`src/rtl/accum_sched_pkg.sv`:
```
// Shared types and default sizes for the round-robin accumulator scheduler.
package accum_sched_pkg;

  localparam int unsigned N_REQ_DEF = 4;
  localparam int unsigned WIDTH_DEF = 4;

  typedef enum logic {OP_ADD, OP_CLEAR} acc_op_e;

  typedef enum logic [1:0] {S_IDLE, S_ACC, S_RESP} sched_state_e;

endpackage

```
`src/rtl/accum_sched_if.sv`:
```
// Request and response channels between the requesters and the accumulator scheduler.
interface accum_sched_if
  import accum_sched_pkg::*;
#(
  parameter int unsigned N_REQ = N_REQ_DEF,
  parameter int unsigned WIDTH = WIDTH_DEF
);
  localparam int unsigned ID_W = $clog2(N_REQ);

  logic [N_REQ-1:0]       req_valid;
  logic [N_REQ-1:0]       req_op;
  logic [N_REQ*WIDTH-1:0] req_data;
  logic [N_REQ-1:0]       req_ready;
  logic                   resp_valid;
  logic [ID_W-1:0]        resp_id;
  logic [WIDTH-1:0]       resp_sum;
  logic                   resp_carry;
  logic                   resp_ready;

  modport master (
    output req_valid, req_op, req_data, resp_ready,
    input  req_ready, resp_valid, resp_id, resp_sum, resp_carry
  );

  modport slave (
    input  req_valid, req_op, req_data, resp_ready,
    output req_ready, resp_valid, resp_id, resp_sum, resp_carry
  );

endinterface

```
`src/rtl/accum_sched_rr_arbiter.sv`:
```
// Combinational round-robin pick: first set request at or after ptr, wrapping.
module rr_arbiter #(
  parameter int unsigned N_REQ = 4,
  localparam int unsigned ID_W = $clog2(N_REQ)
) (
  input  logic [N_REQ-1:0] req,
  input  logic [ID_W-1:0]  ptr,
  output logic [N_REQ-1:0] gnt,
  output logic [ID_W-1:0]  idx,
  output logic             any
);

  logic [ID_W-1:0] k;

  always_comb begin
    gnt = '0;
    idx = '0;
    any = 1'b0;
    k   = '0;
    for (int unsigned i = 0; i < N_REQ; i++) begin
      k = ID_W'((32'(ptr) + i) % N_REQ);
      if (!any && req[k]) begin
        any    = 1'b1;
        idx    = k;
        gnt[k] = 1'b1;
      end
    end
  end

endmodule

```
`src/rtl/accum_sched.sv`:
```
// Shares one registered accumulator between N_REQ requesters: grant, accumulate, respond.
module accum_sched
  import accum_sched_pkg::*;
#(
  parameter int unsigned N_REQ = N_REQ_DEF,
  parameter int unsigned WIDTH = WIDTH_DEF
) (
  input  logic             clk,
  input  logic             rst,
  accum_sched_if.slave     bus,
  output logic [WIDTH-1:0] acc_sum,
  output logic             busy
);

  localparam int unsigned ID_W = $clog2(N_REQ);

  sched_state_e     state_q, state_d;
  logic [ID_W-1:0]  ptr_q, ptr_d;
  logic [ID_W-1:0]  id_q, id_d;
  logic [WIDTH-1:0] operand_q, operand_d;
  logic [WIDTH-1:0] acc_q, acc_d;
  logic             carry_q, carry_d;
  acc_op_e          op_q, op_d;

  logic [N_REQ-1:0] gnt;
  logic [ID_W-1:0]  gnt_idx;
  logic             gnt_any;

  rr_arbiter #(.N_REQ(N_REQ)) u_arb (
    .req (bus.req_valid),
    .ptr (ptr_q),
    .gnt (gnt),
    .idx (gnt_idx),
    .any (gnt_any)
  );

  always_comb begin
    state_d        = state_q;
    ptr_d          = ptr_q;
    id_d           = id_q;
    operand_d      = operand_q;
    acc_d          = acc_q;
    carry_d        = carry_q;
    op_d           = op_q;
    bus.req_ready  = '0;
    bus.resp_valid = 1'b0;
    unique case (state_q)
      S_IDLE: begin
        // Gating with rst keeps a reset cycle from emitting an accept pulse.
        if (gnt_any && !rst) begin
          bus.req_ready = gnt;
          operand_d     = bus.req_data[gnt_idx*WIDTH +: WIDTH];
          op_d          = acc_op_e'(bus.req_op[gnt_idx]);
          id_d          = gnt_idx;
          ptr_d         = (gnt_idx == ID_W'(N_REQ-1)) ? '0 : gnt_idx + ID_W'(1);
          state_d       = S_ACC;
        end
      end
      S_ACC: begin
        if (op_q == OP_ADD) begin
          {carry_d, acc_d} = {1'b0, acc_q} + {1'b0, operand_q};
        end else begin
          acc_d   = '0;
          carry_d = 1'b0;
        end
        state_d = S_RESP;
      end
      S_RESP: begin
        bus.resp_valid = !rst;
        if (bus.resp_ready) begin
          state_d = S_IDLE;
        end
      end
      default: state_d = S_IDLE;
    endcase
  end

  always_ff @(posedge clk) begin
    if (rst) begin
      state_q   <= S_IDLE;
      ptr_q     <= '0;
      id_q      <= '0;
      operand_q <= '0;
      acc_q     <= '0;
      carry_q   <= 1'b0;
      op_q      <= OP_ADD;
    end else begin
      state_q   <= state_d;
      ptr_q     <= ptr_d;
      id_q      <= id_d;
      operand_q <= operand_d;
      acc_q     <= acc_d;
      carry_q   <= carry_d;
      op_q      <= op_d;
    end
  end

  assign bus.resp_id    = id_q;
  assign bus.resp_sum   = acc_q;
  assign bus.resp_carry = carry_q;
  assign acc_sum        = acc_q;
  assign busy           = (state_q != S_IDLE);

endmodule

```
`src/flat_wrapper.sv`:
```
// flat-port wrapper written by rule: the top's interface ports become plain ports
module accum_sched_flat import accum_sched_pkg::*;
#(
  parameter int unsigned N_REQ = N_REQ_DEF,
  parameter int unsigned WIDTH = WIDTH_DEF
)
  (clk, rst, acc_sum, busy, bus_req_valid, bus_req_op, bus_req_data, bus_resp_ready, bus_req_ready, bus_resp_valid, bus_resp_id, bus_resp_sum, bus_resp_carry);
  accum_sched_if #(.N_REQ(N_REQ), .WIDTH(WIDTH)) bus_i ();
  input  logic clk;
  input  logic rst;
  output logic [WIDTH-1:0] acc_sum;
  output logic busy;
  input wire logic [$bits(bus_i.req_valid)-1:0] bus_req_valid;
  input wire logic [$bits(bus_i.req_op)-1:0] bus_req_op;
  input wire logic [$bits(bus_i.req_data)-1:0] bus_req_data;
  input wire logic [$bits(bus_i.resp_ready)-1:0] bus_resp_ready;
  output wire logic [$bits(bus_i.req_ready)-1:0] bus_req_ready;
  output wire logic [$bits(bus_i.resp_valid)-1:0] bus_resp_valid;
  output wire logic [$bits(bus_i.resp_id)-1:0] bus_resp_id;
  output wire logic [$bits(bus_i.resp_sum)-1:0] bus_resp_sum;
  output wire logic [$bits(bus_i.resp_carry)-1:0] bus_resp_carry;
  assign bus_i.req_valid = bus_req_valid;
  assign bus_i.req_op = bus_req_op;
  assign bus_i.req_data = bus_req_data;
  assign bus_i.resp_ready = bus_resp_ready;
  assign bus_req_ready = bus_i.req_ready;
  assign bus_resp_valid = bus_i.resp_valid;
  assign bus_resp_id = bus_i.resp_id;
  assign bus_resp_sum = bus_i.resp_sum;
  assign bus_resp_carry = bus_i.resp_carry;
  accum_sched #(.N_REQ(N_REQ), .WIDTH(WIDTH)) u_core (.clk(clk), .rst(rst), .bus(bus_i), .acc_sum(acc_sum), .busy(busy));
endmodule
```
`config.mk`:
```
export PLATFORM = sky130hd
export DESIGN_NAME = accum_sched_flat
export DESIGN_NICKNAME = d
export VERILOG_FILES = /design/src/rtl/accum_sched_pkg.sv /design/src/rtl/accum_sched_if.sv /design/src/rtl/accum_sched_rr_arbiter.sv /design/src/rtl/accum_sched.sv /design/src/flat_wrapper.sv
export SDC_FILE = /design/constraint.sdc
export NUM_CORES = 1
export LEC_CHECK = 0
export ABC_AREA = 1
export BUFFER_PORTS_ARGS = -buffer_cell sky130_fd_sc_hd__buf_2
export CAP_MARGIN = 15
export CELL_PAD_IN_SITES_DETAIL_PLACEMENT = 1
export CELL_PAD_IN_SITES_GLOBAL_PLACEMENT = 1
export CORE_ASPECT_RATIO = 0.6
export CORE_MARGIN = 2
export CORE_UTILIZATION = 33
export CTS_BUF_LIST = sky130_fd_sc_hd__clkbuf_8
export CTS_CLUSTER_SIZE = 40
export DETAILED_ROUTE_END_ITERATION = 10
export HOLD_SLACK_MARGIN = 0.15
export PLACE_DENSITY_LB_ADDON = 0.1
export REMOVE_ABC_BUFFERS = 1
export SLEW_MARGIN = 20
export SYNTH_ARGS = -nofsm -noshare
export SYNTH_HDL_FRONTEND = slang
export SYNTH_HIERARCHICAL = 1
export SYNTH_SLANG_ARGS = --single-unit
```
`constraint.sdc`:
```
create_clock -name clk -period 2.01 [get_ports clk]
set_input_delay 0.201 -clock clk [delete_from_list [all_inputs] [get_ports clk]]
set_output_delay 0.201 -clock clk [all_outputs]
set_load 0.01 [all_outputs]
```
# Word-level counts from Yosys, hierarchy flattened
# Cells that the tools add are included.
# word_totals
register_bits,16
in_bits,27
# op_classes
addsub,5
order_cmp,9
eq_ne,5
shift,1
muxes,39
bitwise,3
n_reduce_logical,16
# ops
cell,count
4-bit two-way mux,7
16-bit by 5-bit indexed part select with 4-bit output,1
2-bit by 3-bit < comparator with 1-bit output (second input constant),5
1-bit two-way mux,15
2-bit two-way mux,7
4-bit bitwise OR,3
1-bit binary-select mux with 2-bit select,5
1-bit demux with 2-bit select,4
2-bit by 1-bit >= comparator with 1-bit output (second input constant),4
1-bit logical AND,8
2-bit case mux with 3 select lines,1
4-bit by 4-bit adder with 5-bit output,1
2-bit by 1-bit adder with 2-bit output (second input constant),2
2-bit adder (second input constant),2
2-bit equality test (second input constant),2
1-bit zero test,4
2-bit AND reduction,2
2-bit by 1-bit equality test with 1-bit output (second input constant),1
2-bit zero test,1
2-bit by 1-bit != test with 1-bit output (second input constant),1
2-bit != test (second input constant),1
2-bit nonzero test,1

# Logic depth before layout (Yosys ltp)
# Gate-level depths: netlist of the first run.
# depth
depth_word,15
mapped_depth,14
ltp_nobuf,13

# Cells and area by module
# The synthesis of the first run kept the hierarchy.
# by_module_without_submodules
module,instances,cells_each,area_each_um2
accum_sched,1,132,952.2
rr_arbiter,1,74,440.4

# Least setup slack after synthesis of the first run
# OpenSTA, ideal clock, no wires.
# synth_timing
path_kind,reg-to-reg
start,register u_core.ptr_q[0]
end,register u_core.ptr_q[1]
setup_ps,113
t_arrival_ps,2105
required_time_ps,1897
slack_ps,-208
stages_incl_launch_ff,12
path_cell_list,dfxtp_1 inv_2 ha_1 inv_1 nand3_1 nand2_1 nor2_1 a21oi_1 nand3_1 ha_1 o21ai_1 inv_1
# synth_between
elab_chain_cells,14
elab_cells_between_ends,30
# synth_rtl
element,line,text
"start, declared",accum_sched.sv:18,"logic [ID_W-1:0] ptr_q, ptr_d;"
"start signal, assigned",accum_sched.sv:89,ptr_q <= ptr_d;
branches (longest 11 deep; another with 2-bit by 1-bit adder with 2-bit output),-,
2-bit two-way mux *,accum_sched_rr_arbiter.sv:22,if (!any && req[k]) begin
net u_core.gnt_idx[1],accum_sched.sv:26,logic [ID_W-1:0] gnt_idx;
2-bit by 1-bit adder with 2-bit output / 2-bit equality test (equally long branches),accum_sched.sv:55,ptr_d = (gnt_idx == ID_W'(N_REQ-1)) ? '0 : gnt_idx + ID_W'(1);
2-bit two-way mux *,accum_sched.sv:55,
# Mark *: on every way through the listed nets, which the timed path passes. The select of a mux whose other input is x is not followed.
# A chain may end at the register's enable or synchronous reset.

# Worst setup path in the final report of the first run
# layout_timing
start,register u_core.ptr_q[0]
end,output port bus_req_ready[0]
# layout_between
elab_chain_cells,15
elab_cells_between_ends,51
# layout_rtl
element,line,text
branches (longest 11 deep; another with 2-bit by 1-bit adder with 2-bit output),-,
1-bit two-way mux *,accum_sched_rr_arbiter.sv:22,
net u_core.gnt_any,accum_sched.sv:27,logic gnt_any;
1-bit logical AND *,accum_sched.sv:50,if (gnt_any && !rst) begin
4-bit two-way mux *,accum_sched.sv:50,
4-bit two-way mux *,accum_sched.sv:47,unique case (state_q)
"end, declared",flat_wrapper.sv:17,output wire logic [$bits(bus_i.req_ready)-1:0] bus_req_ready;
# Marks and branches as above.

==> impl_results.md, run 1 <==
- Status: finished with violations
- Violated checks: setup timing
- Initial core utilization: about a third
- Slew @ Worst Pin: around 310 ps
- Count leader, synth: nand2_1
- Design area: 1940 sq um
- Mapped Area: 1390 sq um
- R2R Path End: u_core/operand_q[0]
- Die area: approximately 4800 sq um
- I/O pin count: 44
- Share of post-route cells with drive strength above 1: 38.7%
- Final Max Slew Viols: 0
- CP Capture Point: bus_req_ready[0]
- R2r worst-path depth: 14
- Total CTS buffers: 3
- Worst Path Arrival: between 1500 and 2000 ps
- Crit Path Class: flop to output port
- Synth area leader: dfxtp_1
- Area of the multi-input gates: 958 sq um
- H-tree depth: 1
- Grt ovf: 0
- Top cell type's share of synthesized area: around 23%
- DP Cell Count: 318
- DRT Wirelength: 4.63 mm
- Reg-to-reg startpoint: u_core/ptr_q[0]
- LEAKAGE: approximately 1 nW
- Drc violations: 0
- Vias/cell: 4.75
- Crit share post-route: 104%
- Port buffer count: 43
- EDFF count, synth: 0
- Largest net degree at the start of global routing: 12
- Skew final: 6.12 ps
- CORE AREA: between 4000 and 5000 sq um
- CTS Buffer Depth: 2
- Final Wtd Congestion: approximately 0.8
- Number of synthesis warnings: 6
- Switching pwr: between 1.5 and 2 mW
- Req. time, crit path: ~1800 ps
- Sequential share of power: 14.7%
- Sw frac: roughly half
- Unrepaired setup endpoints after global routing: true
- Later-pin clock latency in the skew report: 250 ps
- Final Worst Setup Slack: -84.2 ps
- Worst setup EP type: output port
- Max-cap viol count: 0
- Register bit count reported by yosys: 16
- Final setup vio count: 4
- Crit-path cells: inv_2 -> ha_4 -> buf_6 -> nand2_4 -> nand2_4 -> nor2_4 -> buf_6 -> nand4_1 -> nand3_2 -> inv_4 -> nand2_4 -> nor2_1 -> buf_2
- Slew headroom: between 70% and 80%
- Final hold viol count: 0
- FILL cells: between 500 and 600
- Maximum vdd ir drop: between 0.0006 and 0.0007 V
- Global-route wire length before repair: about 7.4 mm
- Initial antenna violation count: 0
- Drt initial violations: 43
- Area post-placement: 1740 sq um
- Cell variety after synth: 28
- Worst-path maximum fanout: 5
- Highest clock rate: between 400 and 500 MHz
- Gate power share: about three quarters
- Synth area leaders: dfxtp_1 23%, ha_1 9.0%, nand2_1 7.5%
- Commonest cells post-synth: 28 x nand2_1, 26 x nor2_1, 21 x inv_1
- Syn Area/Cell: ~6.8 sq um
- CTS Sinks: 16
- GRT Total Usage: 20.3%
- Hpwl dp: 3.63 mm
- Setup crit start kind: flop
- Tightest Hold Check Type: input pin to flop
- Die width: a little under 90 um
- Cell mode on critical path: nand2_4
- Post-Layout Cell Count: between 300 and 400
- Power Dens Cells: ~1800 nW/um^2
- Cells after Synth: around 210
- TritonCTS clock tree: yes
- Slowest cell on crit path: dfxtp_2
- R2r setup slk: about 10 ps
- Via count: 1562
- Synth-to-Final Area Change: 39.6%
- Cell-internal power: 1.78 mW
- Rows: 18
- Flip-flop and latch area: ~320 sq um
- Max incr delay on CP: 340 ps
- Worst-path clk slew: 70 ps
- Min Tclk post-route: between 2000 and 2500 ps
- Sequential area share after synthesis: 23.0%
- NumNets Final: 308
- Antenna diodes: 0
- Die height: approximately 54 um
- Drt pass-1 iters: 4
- ANT nets after route: 0
- Asr flop ratio synth: 0%
- Synth Flop Type: dfxtp_1
- Root Buffer: clkbuf_8
- Clk pwr share: ~8.4%
- Critical Path Start: u_core/ptr_q[0]
- Number of global-route vias before repair: approximately 1500
- WL per Instance: between 10 and 15 um
[cell type report]
cell class	instances	share of cell area (%)
well taps	60	3.86
inverters	27	5.34
clock buffers	4	2.83
flip-flops and latches	16	16.6
repair buffers	67	22.1
multi-input cells	155	49.3
[power groups by stage]
stage	Sequential (mW)	Combinational, mW	Clock [mW]
2_1_floorplan	0.544	1.36	0
3_3_place_gp	0.514	2.26	0
3_5_place_dp	0.517	2.30	0
4_1_cts	0.515	2.57	0.303
5_1_grt	0.529	3.01	0.316
6_report	0.516	2.70	0.296
[critical path, delay by kind of cell (launching register included)]
kind          cells  cell delay (ps)
buf+inv           5              520
flops             1              340
fa+ha+maj         1              280
simple gates      7              500
[registers in the layout, summed over array words and instances (netlist names)]
name and cells:
u_core/bus.resp_id 2, u_core/acc_sum 4, u_core/bus.resp_carry 1, u_core/ptr_q 2, u_core/op_q 1, u_core/operand_q 4
u_core/state_q 2
[worst min-delay path by stage]
| stage | startpoint | endpoint | cells after the start |
|---|---|---|---|
| 2_1_floorplan | rst | u_core/acc_sum[0] | 1 |
| 3_3_place_gp | bus_resp_ready | u_core/state_q[1] | 2 |
| 3_5_place_dp | bus_resp_ready | u_core/state_q[1] | 2 |
| 4_1_cts | bus_req_data[12] | u_core/operand_q[0] | 3 |
| 5_1_grt | bus_req_data[13] | u_core/operand_q[1] | 3 |
| 6_report | bus_req_data[12] | u_core/operand_q[0] | 3 |
[cells by family (layout without fill, tap and decap cells)]
family / after synthesis / after routing / share of synthesized area (%)
and+or+nand+nor: 97 / 97 / 34.9
DFF: 16 / 16 / 23.0
xor gates and xnor gates: 1 / 1 / 0.629
AOI/OAI and AO/OA: 46 / 46 / 18.5
buffers and inverters: 35 / 98 / 12.6
adders and majority gates: 11 / 11 / 10.4
[per-stage QoR]
stage	hold slack, ps	util, %	setup slack, ps	TNS [ps]	power, mW
2_1_floorplan	270	-	-380	-2480	1.90
3_3_place_gp	394	42.7	-41.7	-139	2.78
3_5_place_dp	394	42.7	-76.9	-538	2.82
4_1_cts	239	46.6	-86.8	-291	3.39
5_1_grt	261	47.7	-192	-1520	3.86
6_report	241	47.7	-84.2	-283	3.52
[metal layers]
metal  track usage, %  share of wire [%]  vias up
met5                0                  0        -
met4             1.54               0.41        0
met1             32.6                 57      714
met3             4.07                4.5        2
li1                 -                  -      811
met2             28.0                 38       35
[timing repair]
item / 4_1_cts / 5_1_grt
endpoints found under the hold margin: 1 / 0
gates resized for setup: 11 / 10
pin swaps: 7 / 4
setup buffers: 6 / 0
hold buffers: 1 / 0
endpoints found under the setup margin: 11 / 13
[placed cells by master, fill, tap and decap left out, types with 9 or more instances in the layout]
cell / Yosys / layout
nand3_1: 19 / 18
nand2_1: 28 / 25
dfxtp_1: 16 / 14
o21ai_0: 13 / 13
a21oi_1: 15 / 15
inv_1: 21 / 19
buf_4: 5 / 17
buf_2: 0 / 43
nor2_1: 26 / 24
ha_1: 10 / 9
No activity file was read; power rests on OpenSTA's default activity.
==> run 2, diff against run 1 <==
==> constraint.sdc (replaced) <==
create_clock -name clk -period 2.01 [get_ports clk]
set_input_delay 0.3015 -clock clk [delete_from_list [all_inputs] [get_ports clk]]
set_output_delay 0.3015 -clock clk [all_outputs]
set_load 0.01 [all_outputs]
==> run 2 against run 1 <==
The flow still finishes with violations (setup timing). Worst setup slack got worse by 71 ps. Fmax fell by 3.3%. First-iteration DRC count rose by 67%. Register-to-register slack got worse by 110 ps. Highest routed layer unchanged.
==> impl_results.md, run 2 (synthesis gave the netlist of run 1 again) <==
- Status: finished with violations
- Violated checks: setup timing
- Unrepaired setup endpoints after global routing: true
- Largest net degree at the start of global routing: 12
- NumNets Final: 317
- Root Buffer: clkbuf_8
- Grt ovf: 0
- Drt initial violations: 72
- Max incr delay on CP: between 300 and 400 ps
- Sequential share of power: approximately an eighth
- Clk pwr share: between 6 and 7%
- GR Util met2: 27.4%
- Hold path cells: 2
- Die width: 87.9 um
- CORE AREA: 4080 sq um
- Power Dens Cells: 1890 nW/um^2
- FILL cells: approximately 530
- Skew final: between 2 and 3 ps
- Global-route wire length before repair: 7.40 mm
- Hold buffer count at cts: 0
- Min-delay src: bus_resp_ready
- CTS Buffer Depth: 2
- Total CTS buffers: 3
- Port buffer count: 43
- Reg-to-reg startpoint: u_core/ptr_q[0]
- Tightest Hold Check Type: input pin to flop
- LEAKAGE: between 1 and 1.5 nW
- Switching pwr: ~1.9 mW
- Hold Path End: u_core/state_q[1]
- R2r setup slk: -100 ps
- Sw frac: around 48%
- CTS Sinks: 16
- Synth-to-Final Area Change: 49.7%
- Initial core utilization: 34.2%
- TritonCTS clock tree: yes
- Pre-CTS WS: -59.7 ps
- Worst setup EP type: output port
- Flip-flop and latch area: ~330 sq um
- H-tree depth: 1
- Initial antenna violation count: 0
- Cell-internal power: between 2 and 2.5 mW
- Met1 usage: between 30 and 40%
- Worst-path clk slew: around 70 ps
- Crit Path Class: flop to output port
- Setup crit start kind: flop
- Rows: 18
- Crit-path cells: inv_4 -> ha_4 -> inv_4 -> nand2_2 -> nand2_2 -> nor2_4 -> buf_6 -> nand4_1 -> nand3_2 -> inv_4 -> nand2_4 -> nor2_1 -> buf_2
- Req. time, crit path: 1710 ps
- Post-Layout Cell Count: between 300 and 400
- Worst hold slack: approximately 230 ps
- Later-pin clock latency in the skew report: 250 ps
- GR met3 Demand/Resource: around 4.1%
- GRT Total Usage: 20.2%
- Crit share post-route: 108%
- Hpwl dp: ~3.5 mm
- Antenna diodes: 0
- Maximum vdd ir drop: ~0.0009 V
- Cell mode on critical path: inv_4
- WL per Instance: around 14 um
- DRT Wirelength: 4.80 mm
- Drt pass-1 iters: 4
- Number of global-route vias before repair: 1459
- Final Max Slew Viols: 0
- Total Neg Setup Slack: -865 ps
- Final Wtd Congestion: 0.834
- Gr busiest metal: met1
- Die height: about 54 um
- I/O pin count: between 40 and 50
- Min Tclk post-route: 2170 ps
- R2r worst-path depth: 15
- DP Cell Count: roughly 320
- Slowest cell on crit path: dfxtp_4
- Final hold viol count: 0
- Gate power share: 80.2%
- Final setup vio count: 10
- Worst Path Arrival: roughly 1900 ps
- Power Total: 3.95 mW
- Drc violations: 0
- Vias/cell: roughly 4.9
- Worst-path maximum fanout: 5
- Max-cap viol count: 0
- Via count: ~1600
- Slew headroom: around 84%
- R2R Path End: u_core/operand_q[0]
- Die area: ~4800 sq um
- Leading cell type in the layout, fill and taps excluded: buf_2
- Commonest non-fill, non-tap cells in the layout: 43 x buf_2, 23 x buf_4, 21 x nand2_1
- Area of the multi-input gates: 1020 sq um
- Final Worst Setup Slack: -156 ps
- Slew @ Worst Pin: about 240 ps
- Share of post-route cells with drive strength above 1: between 40% and 50%
- Highest clock rate: ~460 MHz
- ANT nets after route: 0
-- run 2: worst max-delay path by stage --
| stage | start | endpoint | slack (ps) | cells past startpoint |
|---|---|---|---|---|
| 6_report | u_core/ptr_q[0] | bus_req_ready[0] | -160 | 13 |
| 5_1_grt | u_core/ptr_q[0] | bus_req_ready[1] | -260 | 13 |
| 4_1_cts | u_core/ptr_q[0] | bus_req_ready[0] | -140 | 13 |
| 3_5_place_dp | u_core/ptr_q[1] | bus_req_ready[1] | -60 | 13 |
| 3_3_place_gp | u_core/ptr_q[0] | u_core/operand_q[0] | -80 | 13 |
| 2_1_floorplan | u_core/ptr_q[0] | u_core/ptr_q[1] | -380 | 11 |
-- run 2: cell type report --
type                            instances  area share (%)
Sequential cell                        16            15.6
Inverter                               27            5.22
Clock buffer                            3            1.98
Tap cell                               60            3.60
Timing Repair Buffer                   76            24.8
Multi-Input combinational cell        155            48.8
-- run 2: critical path: cells and delay by family, from the launching register on --
family | cells | cell delay [ps]
adders and majority gates | 1 | 280
and+or+nand+nor | 7 | 560
buffers and inverters | 5 | 380
DFF | 1 | 380
-- run 2: what timing repair did --
action | 4_1_cts | 5_1_grt
resized for setup | 15 | 39
endpoints found under the setup margin | 13 | 14
pin swaps | 6 | 18
setup buffers | 6 | 8
-- run 2: routing by layer --
layer  routed length (um)  vias to the layer above  part of all wire, %
met2                 1970                       50                   41
met3                  295                        2                  6.1
met4                   14                        0                 0.29
met1                 2520                      749                   52
met5                    0                        -                    0
li1                     -                      834                    -
-- run 2: power groups by stage --
stage,Combinational [mW],Clock (mW),Sequential (mW)
global route,3.50,0.269,0.540
floorplan,1.36,0,0.544
global placement,2.34,0,0.510
CTS,2.65,0.258,0.516
detailed placement,2.36,0,0.517
finish,3.17,0.254,0.527
-- run 2: per-stage QoR --
step | utilization, % | area, sq um
floorplan | - | 1320
global placement | 43.2 | 1760
detailed placement | 43.2 | 1760
CTS | 46.9 | 1910
global route | 51.1 | 2080
finish | 51.1 | 2080
==> run 3, diff against run 2 <==
Settings changed: CORE_ASPECT_RATIO 0.6 to 1.4.
==> run 3 against run 2 <==
The run still ends with setup timing left. Routed wire length down 13%. Sequential share of layout area is 1.3 points higher. Worst setup slack improved by 22 ps. Die area is 0.21% lower. Clock power rose by 15%. Worst hold slack gained 7.8 ps. Non-clock buffer count is 11 lower. Largest cell class unchanged. Final cell count shrank 8.0%.
==> impl_results.md, run 3 (synthesis gave the netlist of run 1 again) <==
- Design area: about 1900 sq um
- Slowest cell on crit path: dfxtp_2
- Violated checks: setup timing
- CORE AREA: ~4000 sq um
- Sw frac: between 40% and 50%
- Worst hold slack: ~240 ps
- DP Cell Count: 301
- Worst Path Arrival: around 1800 ps
- Initial core utilization: 34.9%
- Hold buffer count at cts: 0
- Unrepaired setup endpoints after global routing: true
- Pre-CTS WS: -39.7 ps
- Cell-internal power: 1.78 mW
- Die area: around 4800 sq um
- Die height: 80.9 um
- Drc violations: 0
- Global-route wire length before repair: 6.84 mm
- Final Max Slew Viols: 0
- Total CTS buffers: 3
- H-tree depth: 1
- Crit Path Class: flop to output port
- Antenna diodes: 0
- Reg-to-reg startpoint: u_core/ptr_q[1]
- WL per Instance: around 14 um
- CP delay by family, top: simple AND/OR/NAND/NOR gates
- DRT Wirelength: 4.19 mm
- Via count: roughly 1600
- ANT nets after route: 0
- Largest net degree at the start of global routing: 12
- Grt ovf: 0
- I/O pin count: 44
- Slew headroom: 81.7%
- Hpwl dp: 3.28 mm
- Number of global-route vias before repair: roughly 1600
- TritonCTS clock tree: yes
- Commonest non-fill, non-tap cells in the layout: 43 x buf_2, 25 x nand2_1, 23 x nor2_1, 18 x buf_4, 17 x inv_1
- Worst-path clk slew: 70 ps
- Port buffer count: 43
- Crit share post-route: 107%
- CTS Buffer Depth: 2
- NumNets Final: 306
- Tightest Hold Check Type: input pin to flop
- Critical Path Stages: 13
- Post-Layout Cell Count: just over 300
- Final hold viol count: 0
- Power Total: between 3 and 4 mW
- Worst setup EP type: output port
- Drt initial violations: 27
- CP Capture Point: bus_req_ready[1]
- Maximum vdd ir drop: between 0.0009 and 0.001 V
- Setup crit start kind: flop
- R2r worst-path depth: 16
- CTS Sinks: 16
- Drt pass-1 iters: 4
- Root Buffer: clkbuf_8
- Vias/cell: between 5 and 6
- Max-cap viol count: 0
- R2r setup slk: -70 ps
- Final Wtd Congestion: between 0.8 and 0.9
- Status: finished with violations
- Sequential share of power: between 10 and 15%
- Min Tclk post-route: 2140 ps
- Max incr delay on CP: about 340 ps
- WP buf/inv: 6
- LEAKAGE: 0.963 nW
- Total Neg Setup Slack: -728 ps
- Rows: 27
- Worst-path maximum fanout: 8
- Highest clock rate: approximately 470 MHz
- Initial antenna violation count: 0
- Later-pin clock latency in the skew report: 250 ps
- Leading cell type in the layout, fill and taps excluded: buf_2
- Final setup vio count: 10
- R2R Path End: u_core/operand_q[3]
- Critical Path Start: u_core/ptr_q[1]
- Power Dens Cells: 1830 nW/um^2
- Crit-path cells: inv_2 -> ha_4 -> inv_4 -> buf_6 -> nand2_2 -> nand2_2 -> nor2_4 -> buf_6 -> nand4_1 -> nand3_2 -> inv_2 -> nor2_1 -> buf_2
- Area post-placement: 1720 sq um
- Gate power share: 76.8%
- GRT Total Usage: between 15 and 20%
- Synth-to-Final Area Change: 37.5%
- Slew @ Worst Pin: roughly 270 ps
- Switching pwr: 1.71 mW
- Share of post-route cells with drive strength above 1: roughly two fifths
- Skew final: 1.12 ps
- Clk pwr share: ~8.3%
- Finished Core Util: between 40% and 50%
- Final Worst Setup Slack: -133 ps
- Die width: ~59 um
- Req. time, crit path: between 1500 and 2000 ps
-- run 3: cell count changes in the layout (fill, tap and decap cells not counted), sizes merged --
cell and change:
clkbuf +1, buf -11
-- run 3: metal layers --
layer / track usage [%] / share of wire, % / up-vias
met1: 18.9 / 38 / 749
met5: 0 / 0 / -
met3: 1.43 / 2.5 / 9
met2: 37.1 / 58 / 31
li1: - / - / 807
met4: 5.68 / 2.0 / 0
-- run 3: final cells by class --
class / count / area, sq um
Fill cell: 553 / 2070
Sequential cell: 16 / 323
Tap cell: 43 / 53.8
Inverter: 27 / 106
Timing Repair Buffer: 65 / 395
Multi-Input combinational cell: 155 / 981
Clock buffer: 4 / 55.1
-- run 3: how the worst min path moves through the flow --
stage	startpoint	slack, ps	cells after the start	end
after floorplan	rst	370	1	u_core/acc_sum[0]
after global placement	u_core/bus.resp_carry	460	2	u_core/bus.resp_carry
after detailed placement	u_core/bus.resp_carry	460	2	u_core/bus.resp_carry
after CTS	bus_resp_ready	240	2	u_core/state_q[1]
after global routing	bus_resp_ready	250	2	u_core/state_q[1]
final	bus_resp_ready	240	2	u_core/state_q[1]
-- run 3: timing repair --
| item | 4_1_cts | 5_1_grt |
|---|---|---|
| setup buffers | 3 | 2 |
| gates resized for setup | 9 | 22 |
| endpoints found under the setup margin | 10 | 10 |
| pin swaps | 8 | 12 |
-- run 3: power groups by stage --
stage | Sequential [mW] | Clock, mW | Combinational, mW
floorplan | 0.544 | 0 | 1.36
global placement | 0.520 | 0 | 2.24
detailed placement | 0.524 | 0 | 2.28
CTS | 0.522 | 0.298 | 2.42
global route | 0.532 | 0.319 | 2.99
finish | 0.521 | 0.291 | 2.69
